**src/rtl/multicycle_controller_if.sv**
```systemverilog
// ---------------------------------------------------------------------------
// multicycle_controller_if
//
// Purpose: bundles the controller-to-datapath control bus of the multicycle
// RV32I core. This covers the instruction-register opcode, the memory req/ready
// handshake, the branch-compare result, every datapath control strobe/select,
// and the debug/status outputs.
//
// Modports:
//   master : the controller; it drives controls and status, and reads
//            opcode, mem_ready and branch_taken.
//   slave  : the datapath/memory side; it is the mirror image of master.
//
// Signals:
//   opcode[6:0]       instruction[6:0] from IR
//   mem_ready         memory accepts request / read data valid
//   branch_taken      branch-compare result, valid in EXEC
//   mem_req, mem_we   memory request / write
//   mem_addr_sel      0: PC, 1: ALU result
//   ir_write          load IR
//   pc_write          update PC
//   pc_src[1:0]       00 PC+4, 01 PC+imm, 10 ALU result
//   alu_src           0: rs2, 1: immediate
//   alu_op[1:0]       00 add, 01 branch, 10 funct decode, 11 JALR
//   reg_write         register file write
//   wb_sel[1:0]       00 ALU, 01 memory data, 10 PC+4
//   state[2:0]        controller state (debug)
//   mem_err           sticky memory-timeout flag
//   trap              illegal-opcode flag
//   instret[CNT_W-1:0] retired-instruction count
// ---------------------------------------------------------------------------
interface multicycle_controller_if #(
  parameter int CNT_W = 32
);
  logic [6:0]       opcode;
  logic             mem_ready;
  logic             branch_taken;
  logic             mem_req;
  logic             mem_we;
  logic             mem_addr_sel;
  logic             ir_write;
  logic             pc_write;
  logic [1:0]       pc_src;
  logic             alu_src;
  logic [1:0]       alu_op;
  logic             reg_write;
  logic [1:0]       wb_sel;
  logic [2:0]       state;
  logic             mem_err;
  logic             trap;
  logic [CNT_W-1:0] instret;

  modport master (
    input  opcode, mem_ready, branch_taken,
    output mem_req, mem_we, mem_addr_sel, ir_write, pc_write, pc_src,
           alu_src, alu_op, reg_write, wb_sel, state, mem_err, trap, instret
  );

  modport slave (
    output opcode, mem_ready, branch_taken,
    input  mem_req, mem_we, mem_addr_sel, ir_write, pc_write, pc_src,
           alu_src, alu_op, reg_write, wb_sel, state, mem_err, trap, instret
  );
endinterface

```
**src/rtl/multicycle_controller.sv**
```systemverilog
// ---------------------------------------------------------------------------
// multicycle_controller
//
// Purpose: this FSM sequences a multicycle RV32I datapath that shares one
// instruction/data memory port. Each instruction walks through
// FETCH/DECODE/EXEC/MEM/WB. The FSM times out stalled memory requests and
// counts retired instructions.
//
// Ports:
//   clk       system clock, rising edge
//   reset_n   asynchronous active-low reset
//   ctl       multicycle_controller_if.master control bus (see interface)
//
// Parameters:
//   MEM_TIMEOUT  cycles a memory request may wait for mem_ready before ERR
//                (2..255)
//   CNT_W        width of the instret counter
//
// Optional feature macro: ILLEGAL_OP_TRAP_EN
//   defined   : an illegal opcode locks the FSM in TRAP (trap=1) until reset
//   undefined : an illegal opcode retires as a NOP from DECODE; trap is tied 0
// ---------------------------------------------------------------------------
module multicycle_controller #(
  parameter int MEM_TIMEOUT = 16,
  parameter int CNT_W       = 32
) (
  input  logic                      clk,
  input  logic                      reset_n,
  multicycle_controller_if.master   ctl
);

  typedef enum logic [2:0] {
    S_IDLE   = 3'd0,
    S_FETCH  = 3'd1,
    S_DECODE = 3'd2,
    S_EXEC   = 3'd3,
    S_MEM    = 3'd4,
    S_WB     = 3'd5,
    S_ERR    = 3'd6,
    S_TRAP   = 3'd7
  } state_t;

  localparam logic [6:0] OP_R    = 7'b0110011;
  localparam logic [6:0] OP_I    = 7'b0010011;
  localparam logic [6:0] OP_LW   = 7'b0000011;
  localparam logic [6:0] OP_SW   = 7'b0100011;
  localparam logic [6:0] OP_BR   = 7'b1100011;
  localparam logic [6:0] OP_JAL  = 7'b1101111;
  localparam logic [6:0] OP_JALR = 7'b1100111;

  // One extra bit so that the count+1 compare cannot wrap at MEM_TIMEOUT=255
  localparam logic [8:0] TIMEOUT_LIM = 9'(MEM_TIMEOUT);

  function automatic logic is_legal(input logic [6:0] op);
    case (op)
      OP_R, OP_I, OP_LW, OP_SW, OP_BR, OP_JAL, OP_JALR: is_legal = 1'b1;
      default:                                          is_legal = 1'b0;
    endcase
  endfunction

  state_t           state_q, state_d;
  logic [6:0]       op_q;
  logic [7:0]       wait_cnt_q;
  logic [CNT_W-1:0] instret_q;

  logic             mem_req, mem_we, mem_addr_sel, ir_write, pc_write;
  logic [1:0]       pc_src, alu_op, wb_sel;
  logic             alu_src, reg_write, mem_err, trap;

  logic             op_legal;
  logic             mem_wait;
  logic             timeout;

  assign op_legal = is_legal(ctl.opcode);

  // A memory stall is a FETCH/MEM cycle with mem_ready low. On the stall
  // cycle that would bring the count to the limit, the FSM leaves for ERR.
  // Therefore mem_ready=1 in that same cycle always wins.
  assign mem_wait = ((state_q == S_FETCH) || (state_q == S_MEM)) && !ctl.mem_ready;
  assign timeout  = mem_wait && (({1'b0, wait_cnt_q} + 9'd1) >= TIMEOUT_LIM);

  // State register
  always_ff @(posedge clk or negedge reset_n) begin
    if (!reset_n) state_q <= S_IDLE;
    else          state_q <= state_d;
  end

  // Next-state logic
  always_comb begin
    state_d = state_q;
    case (state_q)
      S_IDLE:   state_d = S_FETCH;
      S_FETCH: begin
        if (ctl.mem_ready)  state_d = S_DECODE;
        else if (timeout)   state_d = S_ERR;
      end
      S_DECODE: begin
        if (op_legal) state_d = S_EXEC;
        else begin
`ifdef ILLEGAL_OP_TRAP_EN
          state_d = S_TRAP;
`else
          state_d = S_FETCH;
`endif
        end
      end
      S_EXEC: begin
        case (op_q)
          OP_BR:        state_d = S_FETCH;
          OP_LW, OP_SW: state_d = S_MEM;
          default:      state_d = S_WB;
        endcase
      end
      S_MEM: begin
        if (ctl.mem_ready) state_d = (op_q == OP_SW) ? S_FETCH : S_WB;
        else if (timeout)  state_d = S_ERR;
      end
      S_WB:     state_d = S_FETCH;
      S_ERR:    state_d = S_ERR;
      S_TRAP:   state_d = S_TRAP;
      default:  state_d = S_IDLE;
    endcase
  end

  // Output decode: Moore on state/op_q, with ir_write/pc_write gated by
  // mem_ready, and the branch pc_src gated by branch_taken
  always_comb begin
    mem_req      = 1'b0;
    mem_we       = 1'b0;
    mem_addr_sel = 1'b0;
    ir_write     = 1'b0;
    pc_write     = 1'b0;
    pc_src       = 2'b00;
    alu_src      = 1'b0;
    alu_op       = 2'b00;
    reg_write    = 1'b0;
    wb_sel       = 2'b00;
    mem_err      = 1'b0;
    trap         = 1'b0;
    case (state_q)
      S_FETCH: begin
        mem_req  = 1'b1;
        ir_write = ctl.mem_ready;
      end
      S_DECODE: begin
`ifndef ILLEGAL_OP_TRAP_EN
        // An illegal opcode retires here as a NOP
        pc_write = !op_legal;
`endif
      end
      S_EXEC: begin
        case (op_q)
          OP_R:    begin alu_src = 1'b0; alu_op = 2'b10; end
          OP_I:    begin alu_src = 1'b1; alu_op = 2'b10; end
          OP_LW,
          OP_SW:   begin alu_src = 1'b1; alu_op = 2'b00; end
          OP_BR:   begin
            alu_src  = 1'b0;
            alu_op   = 2'b01;
            pc_write = 1'b1;
            pc_src   = ctl.branch_taken ? 2'b01 : 2'b00;
          end
          OP_JALR: begin alu_src = 1'b1; alu_op = 2'b11; end
          default: begin alu_src = 1'b0; alu_op = 2'b00; end
        endcase
      end
      S_MEM: begin
        mem_req      = 1'b1;
        mem_addr_sel = 1'b1;
        mem_we       = (op_q == OP_SW);
        pc_write     = (op_q == OP_SW) && ctl.mem_ready;
      end
      S_WB: begin
        reg_write = 1'b1;
        pc_write  = 1'b1;
        case (op_q)
          OP_LW:   begin wb_sel = 2'b01; pc_src = 2'b00; end
          OP_JAL:  begin wb_sel = 2'b10; pc_src = 2'b01; end
          OP_JALR: begin wb_sel = 2'b10; pc_src = 2'b10; end
          default: begin wb_sel = 2'b00; pc_src = 2'b00; end
        endcase
      end
      S_ERR:  mem_err = 1'b1;
`ifdef ILLEGAL_OP_TRAP_EN
      S_TRAP: trap = 1'b1;
`endif
      default: ;
    endcase
  end

  // Opcode latch, stall counter and retired-instruction counter.
  // Every pc_write cycle is a final cycle that returns to FETCH.
  always_ff @(posedge clk or negedge reset_n) begin
    if (!reset_n) begin
      op_q       <= 7'd0;
      wait_cnt_q <= 8'd0;
      instret_q  <= '0;
    end else begin
      if (state_q == S_DECODE) op_q <= ctl.opcode;
      // The count restarts on every non-stall cycle. Because no transition
      // goes directly between FETCH and MEM, it is zero on entry to either.
      wait_cnt_q <= mem_wait ? wait_cnt_q + 8'd1 : 8'd0;
      if (pc_write) instret_q <= instret_q + 1'b1;
    end
  end

  assign ctl.mem_req      = mem_req;
  assign ctl.mem_we       = mem_we;
  assign ctl.mem_addr_sel = mem_addr_sel;
  assign ctl.ir_write     = ir_write;
  assign ctl.pc_write     = pc_write;
  assign ctl.pc_src       = pc_src;
  assign ctl.alu_src      = alu_src;
  assign ctl.alu_op       = alu_op;
  assign ctl.reg_write    = reg_write;
  assign ctl.wb_sel       = wb_sel;
  assign ctl.state        = state_q;
  assign ctl.mem_err      = mem_err;
  assign ctl.trap         = trap;
  assign ctl.instret      = instret_q;

endmodule

```
**src/flat_wrapper.sv**
```systemverilog
// flat-port wrapper written by rule: the top's interface ports become plain ports
module multicycle_controller_flat 
#(
  parameter int MEM_TIMEOUT = 16,
  parameter int CNT_W       = 32
)
  (clk, reset_n, ctl_opcode, ctl_mem_ready, ctl_branch_taken, ctl_mem_req, ctl_mem_we, ctl_mem_addr_sel, ctl_ir_write, ctl_pc_write, ctl_pc_src, ctl_alu_src, ctl_alu_op, ctl_reg_write, ctl_wb_sel, ctl_state, ctl_mem_err, ctl_trap, ctl_instret);
  multicycle_controller_if #(.CNT_W(CNT_W)) ctl_i ();
  input  logic clk;
  input  logic reset_n;
  input wire logic [$bits(ctl_i.opcode)-1:0] ctl_opcode;
  input wire logic [$bits(ctl_i.mem_ready)-1:0] ctl_mem_ready;
  input wire logic [$bits(ctl_i.branch_taken)-1:0] ctl_branch_taken;
  output wire logic [$bits(ctl_i.mem_req)-1:0] ctl_mem_req;
  output wire logic [$bits(ctl_i.mem_we)-1:0] ctl_mem_we;
  output wire logic [$bits(ctl_i.mem_addr_sel)-1:0] ctl_mem_addr_sel;
  output wire logic [$bits(ctl_i.ir_write)-1:0] ctl_ir_write;
  output wire logic [$bits(ctl_i.pc_write)-1:0] ctl_pc_write;
  output wire logic [$bits(ctl_i.pc_src)-1:0] ctl_pc_src;
  output wire logic [$bits(ctl_i.alu_src)-1:0] ctl_alu_src;
  output wire logic [$bits(ctl_i.alu_op)-1:0] ctl_alu_op;
  output wire logic [$bits(ctl_i.reg_write)-1:0] ctl_reg_write;
  output wire logic [$bits(ctl_i.wb_sel)-1:0] ctl_wb_sel;
  output wire logic [$bits(ctl_i.state)-1:0] ctl_state;
  output wire logic [$bits(ctl_i.mem_err)-1:0] ctl_mem_err;
  output wire logic [$bits(ctl_i.trap)-1:0] ctl_trap;
  output wire logic [$bits(ctl_i.instret)-1:0] ctl_instret;
  assign ctl_i.opcode = ctl_opcode;
  assign ctl_i.mem_ready = ctl_mem_ready;
  assign ctl_i.branch_taken = ctl_branch_taken;
  assign ctl_mem_req = ctl_i.mem_req;
  assign ctl_mem_we = ctl_i.mem_we;
  assign ctl_mem_addr_sel = ctl_i.mem_addr_sel;
  assign ctl_ir_write = ctl_i.ir_write;
  assign ctl_pc_write = ctl_i.pc_write;
  assign ctl_pc_src = ctl_i.pc_src;
  assign ctl_alu_src = ctl_i.alu_src;
  assign ctl_alu_op = ctl_i.alu_op;
  assign ctl_reg_write = ctl_i.reg_write;
  assign ctl_wb_sel = ctl_i.wb_sel;
  assign ctl_state = ctl_i.state;
  assign ctl_mem_err = ctl_i.mem_err;
  assign ctl_trap = ctl_i.trap;
  assign ctl_instret = ctl_i.instret;
  multicycle_controller #(.MEM_TIMEOUT(MEM_TIMEOUT), .CNT_W(CNT_W)) u_core (.clk(clk), .reset_n(reset_n), .ctl(ctl_i));
endmodule
```
**config.mk**
```make
export PLATFORM = sky130hd
export DESIGN_NAME = multicycle_controller_flat
export DESIGN_NICKNAME = d
export VERILOG_FILES = /design/src/rtl/multicycle_controller_if.sv /design/src/rtl/multicycle_controller.sv /design/src/flat_wrapper.sv
export SDC_FILE = /design/constraint.sdc
export NUM_CORES = 1
export LEC_CHECK = 0
export BUFFER_PORTS_ARGS = -buffer_cell sky130_fd_sc_hd__buf_2
export CAP_MARGIN = 30
export CORE_MARGIN = 4
export CORE_UTILIZATION = 38
export CTS_CLUSTER_SIZE = 24
export DETAILED_ROUTE_END_ITERATION = 6
export GPL_ROUTABILITY_DRIVEN = 0
export GPL_TIMING_DRIVEN = 1
export SETUP_SLACK_MARGIN = 0.1
export SYNTH_ARGS = -nofsm -noshare
export SYNTH_HDL_FRONTEND = slang
export SYNTH_SLANG_ARGS = --single-unit
```
**constraint.sdc**
```tcl
create_clock -name clk -period 2.07 [get_ports clk]
set_input_delay 0.414 -clock clk [delete_from_list [all_inputs] [get_ports clk]]
set_output_delay 0.414 -clock clk [all_outputs]
set_load 0.01 [all_outputs]
```
[Word level (Yosys, flattened, before mapping)]
Cells that the tools add are included.
Storage, ports and cells
  logic and storage cells: 70
  input port bits: 11
  register bits after elaboration: 50
Cells by class
  reduce and logical (&&, ||, !) cells: 14
  add/sub/neg operators: 3
  muxes and demuxes: 27
  order comparisons: 1
  equality and inequality tests: 21
Operators with widths (count)
  equality test 7 bit, second input constant: 6
  adder 32 x 1 -> 32 bit, second input constant: 1
  equality test 7 x 6 -> 1 bit, second input constant: 4
  one-hot mux 3 bit (7 select lines): 1
  equality test 7 x 2 -> 1 bit, second input constant: 2
  equality test 7 x 5 -> 1 bit, second input constant: 2
  equality test 3 bit, second input constant: 4
  2-to-1 mux 3 bit: 4
  one-hot mux 2 bit (2 select lines): 3
  2-to-1 mux 1 bit: 11
  OR reduction 2 bit: 5
  adder 8 x 1 -> 9 bit, second input constant: 1
  >= comparator 9 x 5 -> 1 bit, second input constant: 1
  adder 8 x 1 -> 8 bit, second input constant: 1
  2-to-1 mux 2 bit: 4
  2-to-1 mux 8 bit: 1
  OR reduction 7 bit: 1
  equality test 3 x 2 -> 1 bit, second input constant: 2
  one-hot mux 2 bit (3 select lines): 1
  one-hot mux 3 bit (2 select lines): 1
  one-hot mux 1 bit (4 select lines): 1
  OR reduction 4 bit: 1
  equality test 3 x 1 -> 1 bit, second input constant: 1
  logical AND 1 bit: 3
  3 further kinds: 4

[Depth between registers and ports, before layout]
Gate-level depths: netlist (run 1).
  depth after elaboration: 7
  depth in mapped cells: 7

[Worst setup path after synthesis (run 1)]
No wires, ideal clock.
  path kind: register to output
  start point: register u_core.op_q[3]
  end point: output ctl_mem_we
  buffers on the path: 1
  path slack: 0.055 ns
  arrival: 1.601 ns
  required time: 1.656 ns
  cell stages (with the launch flop): 5
  path through: dfrtp_1 -> buf_2 -> or3_4 -> or2_2 -> nor4_1
Between the ends
  longest elaborated chain between the ends: 2
RTL lines
  start, declared: line multicycle_controller.sv:62  | logic [6:0] op_q;
  start signal, assigned: line multicycle_controller.sv:199  | if (state_q == S_DECODE) op_q <= ctl.opcode;
  equality test 7 x 6 -> 1 bit: line multicycle_controller.sv:170  | mem_we = (op_q == OP_SW);
  2-to-1 mux 1 bit: line multicycle_controller.sv:140  | case (state_q)
  end, declared: line flat_wrapper.sv:15  | output wire logic [$bits(ctl_i.mem_we)-1:0] ctl_mem_we;
No other way between the ends.

[Worst setup path after layout (run 1)]
  start point: register u_core.op_q[2]
  end point: output ctl_wb_sel[0]
Between the ends
  longest elaborated chain between the ends: 4
  elaborated cells between the ends (all ways): 6
  classes of those cells: 3 x eq/ne; 2 x mux; 1 x reduce/logical
RTL lines
  equality test 7 bit: line multicycle_controller.sv:176  | case (op_q)
  OR reduction 2 bit (no source line)
  one-hot mux 2 bit (2 select lines) (*): line multicycle_controller.sv:176
  2-to-1 mux 2 bit (*): line multicycle_controller.sv:140
  end, declared: line flat_wrapper.sv:23  | output wire logic [$bits(ctl_i.wb_sel)-1:0] ctl_wb_sel;
Mark *: on every way between the ends. The rest lies on a longest branch, timed or not.

==> results.ini, run 1 <==
[run_status]
status = finished with violations
violations = negative setup slack

[setup_path]
cp-end-kind = output pin
cp.depth = 4
critPathTopFamily = simple AND/OR/NAND/NOR gates
crit_end = ctl_wb_sel[0]
cp.arrival_ns = 1.66
startpoint = u_core.op_q[2]
r2r_start = u_core.op_q[3]
required_ns = 1.66
worstSetupPathType = flop to output pin
cp_num_buf_inv = 1
start_kind = flop
crit_path_top_delay_cell = or3_4
cp_cell_sequence = or3_4, or2_4, nor4_4, buf_2
r2r-end = u_core.ctl.instret[15]
max_stage_delay_ns = 0.42
path_max_fanout = 3
r2r_cells = 7
r2r_slack_ns = 0.15

[synth]
syn-cell-area_sq_um = 2640
synthCells = 265
yosys-top-cells-area = dfrtp_1 47%, xor2_1 10%, a21oi_1 4.0%
synthArstFlopShare_pct = 100
syn_area_per_cell_sq_um = 9.94
yosysMostFrequentCell = dfrtp_1
synth_common_cells = 50 x dfrtp_1, 30 x xor2_1, 24 x nand2_1, 21 x a21oi_1, 21 x nor2_1
synth_top_area_share_pct = 47.5
synth_edf_count = 0
yosysSeqAreaShare_pct = 47.5
synth_top_cell_by_area = dfrtp_1
syn_nets = 278
ys_warn_count = 0
synth_flop_cell = dfrtp_1
synthDistinctLibCells = 50
yosys_register_bits = 50

[timing]
grt_setup_unrepaired = true
finalHoldViolations = 0
fin_skew_ns = 0.00809
max_freq_mhz = 482
setup_viol = 2
min_period_over_period_pct = 100
fin_ws_ns = -0.00598
maxSlewViolCount = 0
hold-worst-slack_ns = 0.0531
fin_crit_ns = 2.08

[global_route]
grt_max_degree = 33
grt_usage_pct = 15.3
antenna_found_initial = 0
gr-total-overflow = 0
grt_pass1_wl_microns = 10400
grt_pass1_vias = 2146

[clock_network]
clockBufferDepth = 2
cts_sinks = 50
clk_latency_ns = 0.30
ctsHoldBuffers = 0
htree_levels = 2
root_buffer = clkbuf_8
cts.clk_slew.worst_paths_ns = 0.09
numCtsBuffers = 5
cts_tree = built

[power_and_ir_drop]
power.internal_uw = 2040
irDropWorstVdd_v = 0.000585
pwr-share-comb_pct = 41.9
swShare_pct = 36.5
p_clk_share_pct = 17.9
switchingPower_uw = 1180
pwr-share-seq_pct = 40.2
power_uw = 3220
p_leak_uw = 0.00173
power_density_nw_per_um2 = 909

[floorplan]
start_util_pct = 39.0
die_y_microns = 91.3
io_pins = 61
rows = 30
coreArea_sq_um = 6760
die_w_microns = 91.3
die-area_sq_um = 8330

[flow_run]
maxCapViolations = 0

[routing]
drcViolationCount = 0
firstDrtPassIters = 4
ant_nets = 0
vias = 2235
vias_per_cell = 5.14
wire_per_inst_microns = 14.5
wl_microns = 6300
drt-initial-drc-count = 95

[cells_and_area]
antenna_cells = 0
area_growth_syn_to_layout_pct = 34.6
fin_nets = 367
drive_above_1_share_pct = 41.1

[min_path]
hold_class = input pin to asynchronous set/reset pin

[place]
portBuffers = 59
dpl.hpwl_microns = 4550

[final cells by class]
class	count	area [sq um]
clock buffers	7	86.3
clock inverters	1	5.00
fillers	643	3210
inverters	7	26.3
multi-input cells	196	1490
flip-flops and latches	50	1250
well taps	80	100
repair buffers	94	588
[stage by stage]
stage / area, sq um / setup TNS (ns) / setup WS, ns / utilization (%) / cells
4_1_cts: 3420 / -0.171 / -0.0571 / 50.6 / 433
3_5_place_dp: 3140 / 0 / 0.0506 / 46.5 / 412
5_1_grt: 3550 / -0.275 / -0.0834 / 52.5 / 435
3_3_place_gp: 3140 / 0 / 0.0743 / 46.5 / 412
2_1_floorplan: 2640 / 0 / 0.0550 / - / 265
6_report: 3550 / -0.0101 / -0.00598 / 52.5 / 435
[worst reg2reg max path: stages (launching register included)]
cell       delay, ns
dfrtp_1         0.39
buf_4           0.15
o41ai_4         0.36
buf_4           0.18
o2111ai_4       0.14
buf_6           0.18
a2111oi_4       0.29
xor2_1          0.16
[flip-flops by register name (all words and copies together) (netlist names)]
register            count
u_core.ctl.instret     32
u_core.wait_cnt_q       8
u_core.op_q             7
u_core.ctl.state        3
[metal layers]
layer	vias up	GRT usage, %	wire length [microns]
met5	-	0	0
met3	4	3.89	252
met2	39	25.0	3050
li1	1098	-	-
met4	0	3.14	49
met1	1094	20.5	2940
[power by group through the flow]
stage	registers (uW)	logic (uW)	clock network [uW]
2_1_floorplan	1310	640	0
3_3_place_gp	1300	1050	0
3_5_place_dp	1310	1060	0
4_1_cts	1290	1270	603
5_1_grt	1320	1480	642
6_report	1290	1350	578
[cells in the final DEF, fill, tap and decap left out, types with 3 or more instances in the layout]
master    synthesis  final
nand2b_1          4      3
dfrtp_1          50     48
buf_4             2     31
inv_1             7      6
buf_6             0      4
nand2_1          24     22
buf_2             4     58
clkbuf_8          0      6
a21oi_2           0      6
mux2_2            7      7
o21ai_0           3      3
nand4_1           5      5
a211oi_1          4      3
nor3_1            6      4
a21oi_1          21     15
nor2_1           21     20
nand3b_1          3      3
nand3_1          17     15
xnor2_1           7      7
xor2_1           30     30
[worst min-delay path by stage]
stage,from,end,slack [ns],cells after the start
finish,reset_n,u_core.ctl.instret[28],0.05,1
global route,reset_n,u_core.ctl.instret[30],0.08,1
CTS,reset_n,u_core.ctl.instret[30],0.06,1
detailed placement,reset_n,u_core.ctl.instret[31],0.39,1
global placement,reset_n,u_core.ctl.instret[31],0.40,1
floorplan,reset_n,u_core.ctl.instret[0],0.12,0
[what timing repair did]
| action | CTS | global route |
|---|---|---|
| pin swaps | 9 | 10 |
| buffers inserted | 12 | 2 |
| endpoints found under the hold margin | 0 | 0 |
| cloned | 1 | 0 |
| gates resized for setup | 17 | 26 |
| setup endpoints to repair | 9 | 22 |
[logic make-up (layout without fill, tap and decap cells)]
logic type / count (synthesis) / after routing / synth area share (%)
fa+ha+maj: 2 / 2 / 0.950
compound gates: 51 / 51 / 13.5
mux: 8 / 8 / 3.37
other cells: 1 / 1 / 0.142
simple gates: 97 / 97 / 19.1
buf+inv: 19 / 109 / 3.18
flops: 50 / 50 / 47.5
xor+xnor: 37 / 37 / 12.3
Note: power is estimated with default switching activity, not from simulation.
==> run 2: changes to the inputs <==
- CTS_BUF_LIST: default -> sky130_fd_sc_hd__clkbuf_2 sky130_fd_sc_hd__clkbuf_4 sky130_fd_sc_hd__clkbuf_8
==> results.ini, run 2 (synthesis results as in run 1) <==
[power_and_ir_drop]
power_uw = 3220
power_density_nw_per_um2 = 905
irDropWorstVdd_v = 0.000586
p_leak_uw = 0.00174

[cells_and_area]
antenna_cells = 0
fillCellCount = 636
largest_register_ffs = 32
multiInputGateArea_sq_um = 1500
layout_commonest_cell = buf_2
drive_above_1_share_pct = 42.2
seqCellArea_sq_um = 1250
area_growth_syn_to_layout_pct = 34.9
layout_common_cells = 58 x buf_2, 48 x dfrtp_1, 30 x xor2_1
fin_nets = 365

[routing]
wl_microns = 6290
vias_per_cell = 5.18
wire_per_inst_microns = 14.5
ant_nets = 0
drt-initial-drc-count = 81
firstDrtPassIters = 4
drcViolationCount = 0
vias = 2245

[clock_network]
clk_latency_ns = 0.30
root_buffer = clkbuf_8
numCtsBuffers = 5
ctsHoldBuffers = 0
cts_tree = built
cts.clk_slew.worst_paths_ns = 0.09
clockBufferDepth = 2
htree_levels = 2
cts_sinks = 50

[setup_path]
start_kind = flop
path_max_fanout = 3
r2r_cells = 7
cp-end-kind = output pin
cp.arrival_ns = 1.66
worstSetupPathType = flop to output pin
required_ns = 1.66

[timing]
setup_viol = 2
max_freq_mhz = 482
finalHoldViolations = 0
hold-worst-slack_ns = 0.0510
maxSlewViolCount = 0
min_period_over_period_pct = 100
fin_skew_ns = 0.00890
grt_setup_unrepaired = true
fin_ws_ns = -0.00611
fin_crit_ns = 2.08

[floorplan]
start_util_pct = 39.0
die_y_microns = 91.3
die_w_microns = 91.3
die-area_sq_um = 8330
coreArea_sq_um = 6760
rows = 30
io_pins = 61

[global_route]
gr-total-overflow = 0
antenna_found_initial = 0
grt_usage_pct = 15.1
grt_pass1_vias = 2142
grt_max_degree = 33
grt_pass1_wl_microns = 10300

[min_path]
hold_class = input pin to asynchronous set/reset pin

[run_status]
violations = negative setup slack
status = finished with violations

[place]
post-place-ws_ns = 0.0506
dpl.hpwl_microns = 4550
portBuffers = 59

[flow_run]
maxCapViolations = 0

-- run 2: area by class of cell --
cell class	instances	area share [%]
tap	80	2.81
clock buffer	7	2.53
sequential	50	35.3
multi-input combinational	196	42.0
timing repair buffer	92	16.5
inverter	7	0.739
clock inverter	1	0.141
-- run 2: path summary, 6_finish.rpt --
check | start | to | slack (ns)
setup / recovery | u_core.op_q[2] | ctl_wb_sel[0] | -0.006
hold / removal | reset_n | u_core.ctl.instret[28] | 0.05
setup reg to reg | u_core.op_q[2] | u_core.ctl.instret[31] | 0.10
hold reg to reg | u_core.ctl.instret[31] | u_core.ctl.instret[31] | 0.48
max in group asynchronous | reset_n | u_core.ctl.state[0] | 1.47
min in group clk | ctl_opcode[4] | u_core.op_q[4] | 0.32
-- run 2: per-layer routing --
| layer | global-route usage, % | vias up | wire length [microns] |
|---|---|---|---|
| met4 | 3.14 | 0 | 53 |
| met1 | 20.0 | 1093 | 2860 |
| li1 | - | 1094 | - |
| met3 | 3.89 | 5 | 295 |
| met5 | 0 | - | 0 |
| met2 | 24.9 | 53 | 3090 |
-- run 2: critical path, stage by stage (launching register included) --
cell     delay, ns
dfrtp_1       0.39
or3_4         0.42
or2_4         0.27
nor4_4        0.13
buf_2         0.16
-- run 2: metrics by stage --
stage / instances / util (%) / cell area, sq um / setup TNS (ns)
floorplan: 265 / - / 2640 / 0
global placement: 412 / 46.5 / 3140 / 0
detailed placement: 412 / 46.5 / 3140 / 0
CTS: 431 / 50.3 / 3400 / -0.166
global route: 433 / 52.6 / 3560 / -0.332
finish: 433 / 52.6 / 3560 / -0.0102
-- run 2: what timing repair did --
action,CTS,global route
setup endpoints to repair,9,23
hold endpoints to repair,0,0
gates cloned,0,0
gates resized for setup,11,34
buffers inserted,11,3
pin swaps,11,12
-- run 2: power breakdown --
| group | leakage (uW) | internal (uW) | switching (uW) |
|---|---|---|---|
| Combinational | 0.00103 | 635 | 696 |
| Sequential | 0.000651 | 1140 | 157 |
| Clock | 0.0000517 | 283 | 312 |
==> run 3: changes to the inputs <==
- ABC_AREA: default -> 1
==> results.ini, run 3 <==
[clock_network]
root_buffer = clkbuf_8
cts.clk_slew.worst_paths_ns = 0.10
numCtsBuffers = 5
clockBufferDepth = 2
cts_sinks = 50
cts_tree = built
clk_latency_ns = 0.31
htree_levels = 2

[routing]
vias = 3402
wire_per_inst_microns = 13.0
dr.max_layer_used = met4
wl_met2_microns = 4480
ant_nets = 0
wl_microns = 8910
vias_per_cell = 4.97
firstDrtPassIters = 4
wl_met3_microns = 441
drt-initial-drc-count = 159
met1_length_microns = 3910
drcViolationCount = 0

[floorplan]
rows = 33
start_util_pct = 39.5
coreArea_sq_um = 8340
die_w_microns = 101
die-area_sq_um = 10200
die_y_microns = 101
io_pins = 61

[setup_path]
worstSetupPathType = flop to output pin
cp_cell_sequence = inv_2, buf_4, buf_4, nor3_1, nand2_1, a31oi_1, buf_2
start_kind = flop
cp.arrival_ns = 1.59
path_common_cell = buf_4
max_stage_delay_ns = 0.37
crit_path_top_delay_cell = dfrtp_1
cp-end-kind = output pin
path_max_fanout = 3
cp_num_buf_inv = 4
cp.depth = 7
r2r_cells = 10
required_ns = 1.66
critPathTopFamily = buffers and inverters

[timing]
fin_ws_ns = 0.0656
tightest_slew_ns = 0.661
fin_crit_ns = 2.00
max_freq_mhz = 499
fin_skew_ns = 0.0101
hold-worst-slack_ns = 0.201
finalHoldViolations = 0
min_period_over_period_pct = 96.8
slew-limit-headroom_pct = 55.9
maxSlewViolCount = 0
setup_viol = 0
grt_setup_unrepaired = true

[synth]
synth_top_area_share_pct = 38.0
synthDistinctLibCells = 24
yosys_register_bits = 50
synth_top_cell_by_area = dfrtp_1
syn-cell-area_sq_um = 3290
yosysMostFrequentCell = nand2_1
ys_warn_count = 0
syn_area_per_cell_sq_um = 6.43
synth_edf_count = 0
synth_common_cells = 207 x nand2_1, 73 x nor2_1, 51 x inv_1, 50 x dfrtp_1, 33 x nand4_1
syn_nets = 525
yosys-top-cells-area = dfrtp_1 38%, nand2_1 24%, nor2_1 8.3%
synthArstFlopShare_pct = 100
yosysSeqAreaShare_pct = 38.0
synthCells = 512
synth_flop_cell = dfrtp_1

[place]
place_inst = 669
post-place-ws_ns = 0.274
post_dp_cell_area_sq_um = 3700
dpl.hpwl_microns = 6590
portBuffers = 59

[cells_and_area]
antenna_cells = 0
area_growth_syn_to_layout_pct = 19.7
final_cells = 685
layout_commonest_cell = nand2_1
fin_nets = 592
largest_register_ffs = 32
final_cell_area_sq_um = 3940
drive_above_1_share_pct = 18.6
layout_common_cells = 206 x nand2_1, 67 x nor2_1, 58 x buf_2

[global_route]
grt_pass1_wl_microns = 15000
grt_pass1_vias = 3273
grt_max_degree = 51
antenna_found_initial = 0
gr-total-overflow = 0
grt_usage_pct = 18.0

[power_and_ir_drop]
power_density_nw_per_um2 = 824
irDropWorstVdd_v = 0.000627
power_uw = 3250
p_leak_uw = 0.00202

[run_status]
status = finished clean

[min_path]
hold_class = input pin to asynchronous set/reset pin

[flow_run]
maxCapViolations = 0

==> run 3: area by class of cell <==
cell class              count  area [sq um]
fillers                   901          4400
multi-input cells         397          1840
flip-flops and latches     50          1250
repair buffers             73           407
inverters                  52           195
well taps                 105           131
clock buffers               5          68.8
clock inverters             3          47.5
==> run 3: cells by family after synthesis <==
group / count (synthesis) / share of synthesized area [%]
other: 1 / 0.114
adders and majority gates: 2 / 0.760
buffers and inverters: 65 / 7.98
DFF: 50 / 38.0
xor gates and xnor gates: 16 / 4.26
and+or+nand+nor: 354 / 45.2
AOI/OAI and AO/OA: 24 / 3.69
==> run 3: timing repair <==
item / 4_1_cts / 5_1_grt
hold buffers: 0 / 0
pin swaps: 4 / 6
buffers inserted: 6 / 2
resized for setup: 13 / 11
endpoints found under the setup margin: 9 / 12
==> run 3: final timing paths <==
path / endpoint / slack (ns) / start
max in group asynchronous: u_core.ctl.state[1] / 1.39 / reset_n
min in group clk: u_core.op_q[2] / 0.33 / ctl_opcode[2]
worst max register to register: u_core.ctl.instret[26] / 0.31 / u_core.ctl.instret[0]
worst min register to register: u_core.wait_cnt_q[0] / 0.49 / u_core.wait_cnt_q[0]
worst min-delay path: u_core.ctl.instret[7] / 0.20 / reset_n
worst max-delay path: ctl_alu_src / 0.07 / u_core.op_q[4]
==> run 3: through the flow <==
stage	TNS [ns]	utilization [%]
after floorplan	0	-
after global placement	0	44.3
after detailed placement	0	44.3
after CTS	0	46.7
after global routing	-0.0268	47.2
final	0	47.2
==> run 3: worst register-to-register path: stages (launching register included) <==
cell	delay (ns)
dfrtp_1	0.46
ha_2	0.26
inv_1	0.06
nor2_2	0.20
nand2_1	0.17
nor2_1	0.22
nand2_1	0.09
nand2_1	0.06
nand2_1	0.05
nand2_1	0.05
nand2_1	0.04
==> run 3: where the power goes <==
group	switching (uW)	total [uW]	internal, uW
clock	361	728	367
sequential	171	1300	1130
combinational	785	1220	437
==> run 3: metal layers <==
metal / vias to the layer above / GRT usage, %
li1: 1753 / -
met1: 1570 / 22.4
met2: 70 / 32.3
met3: 9 / 3.39
met4: 0 / 3.78
met5: - / 0
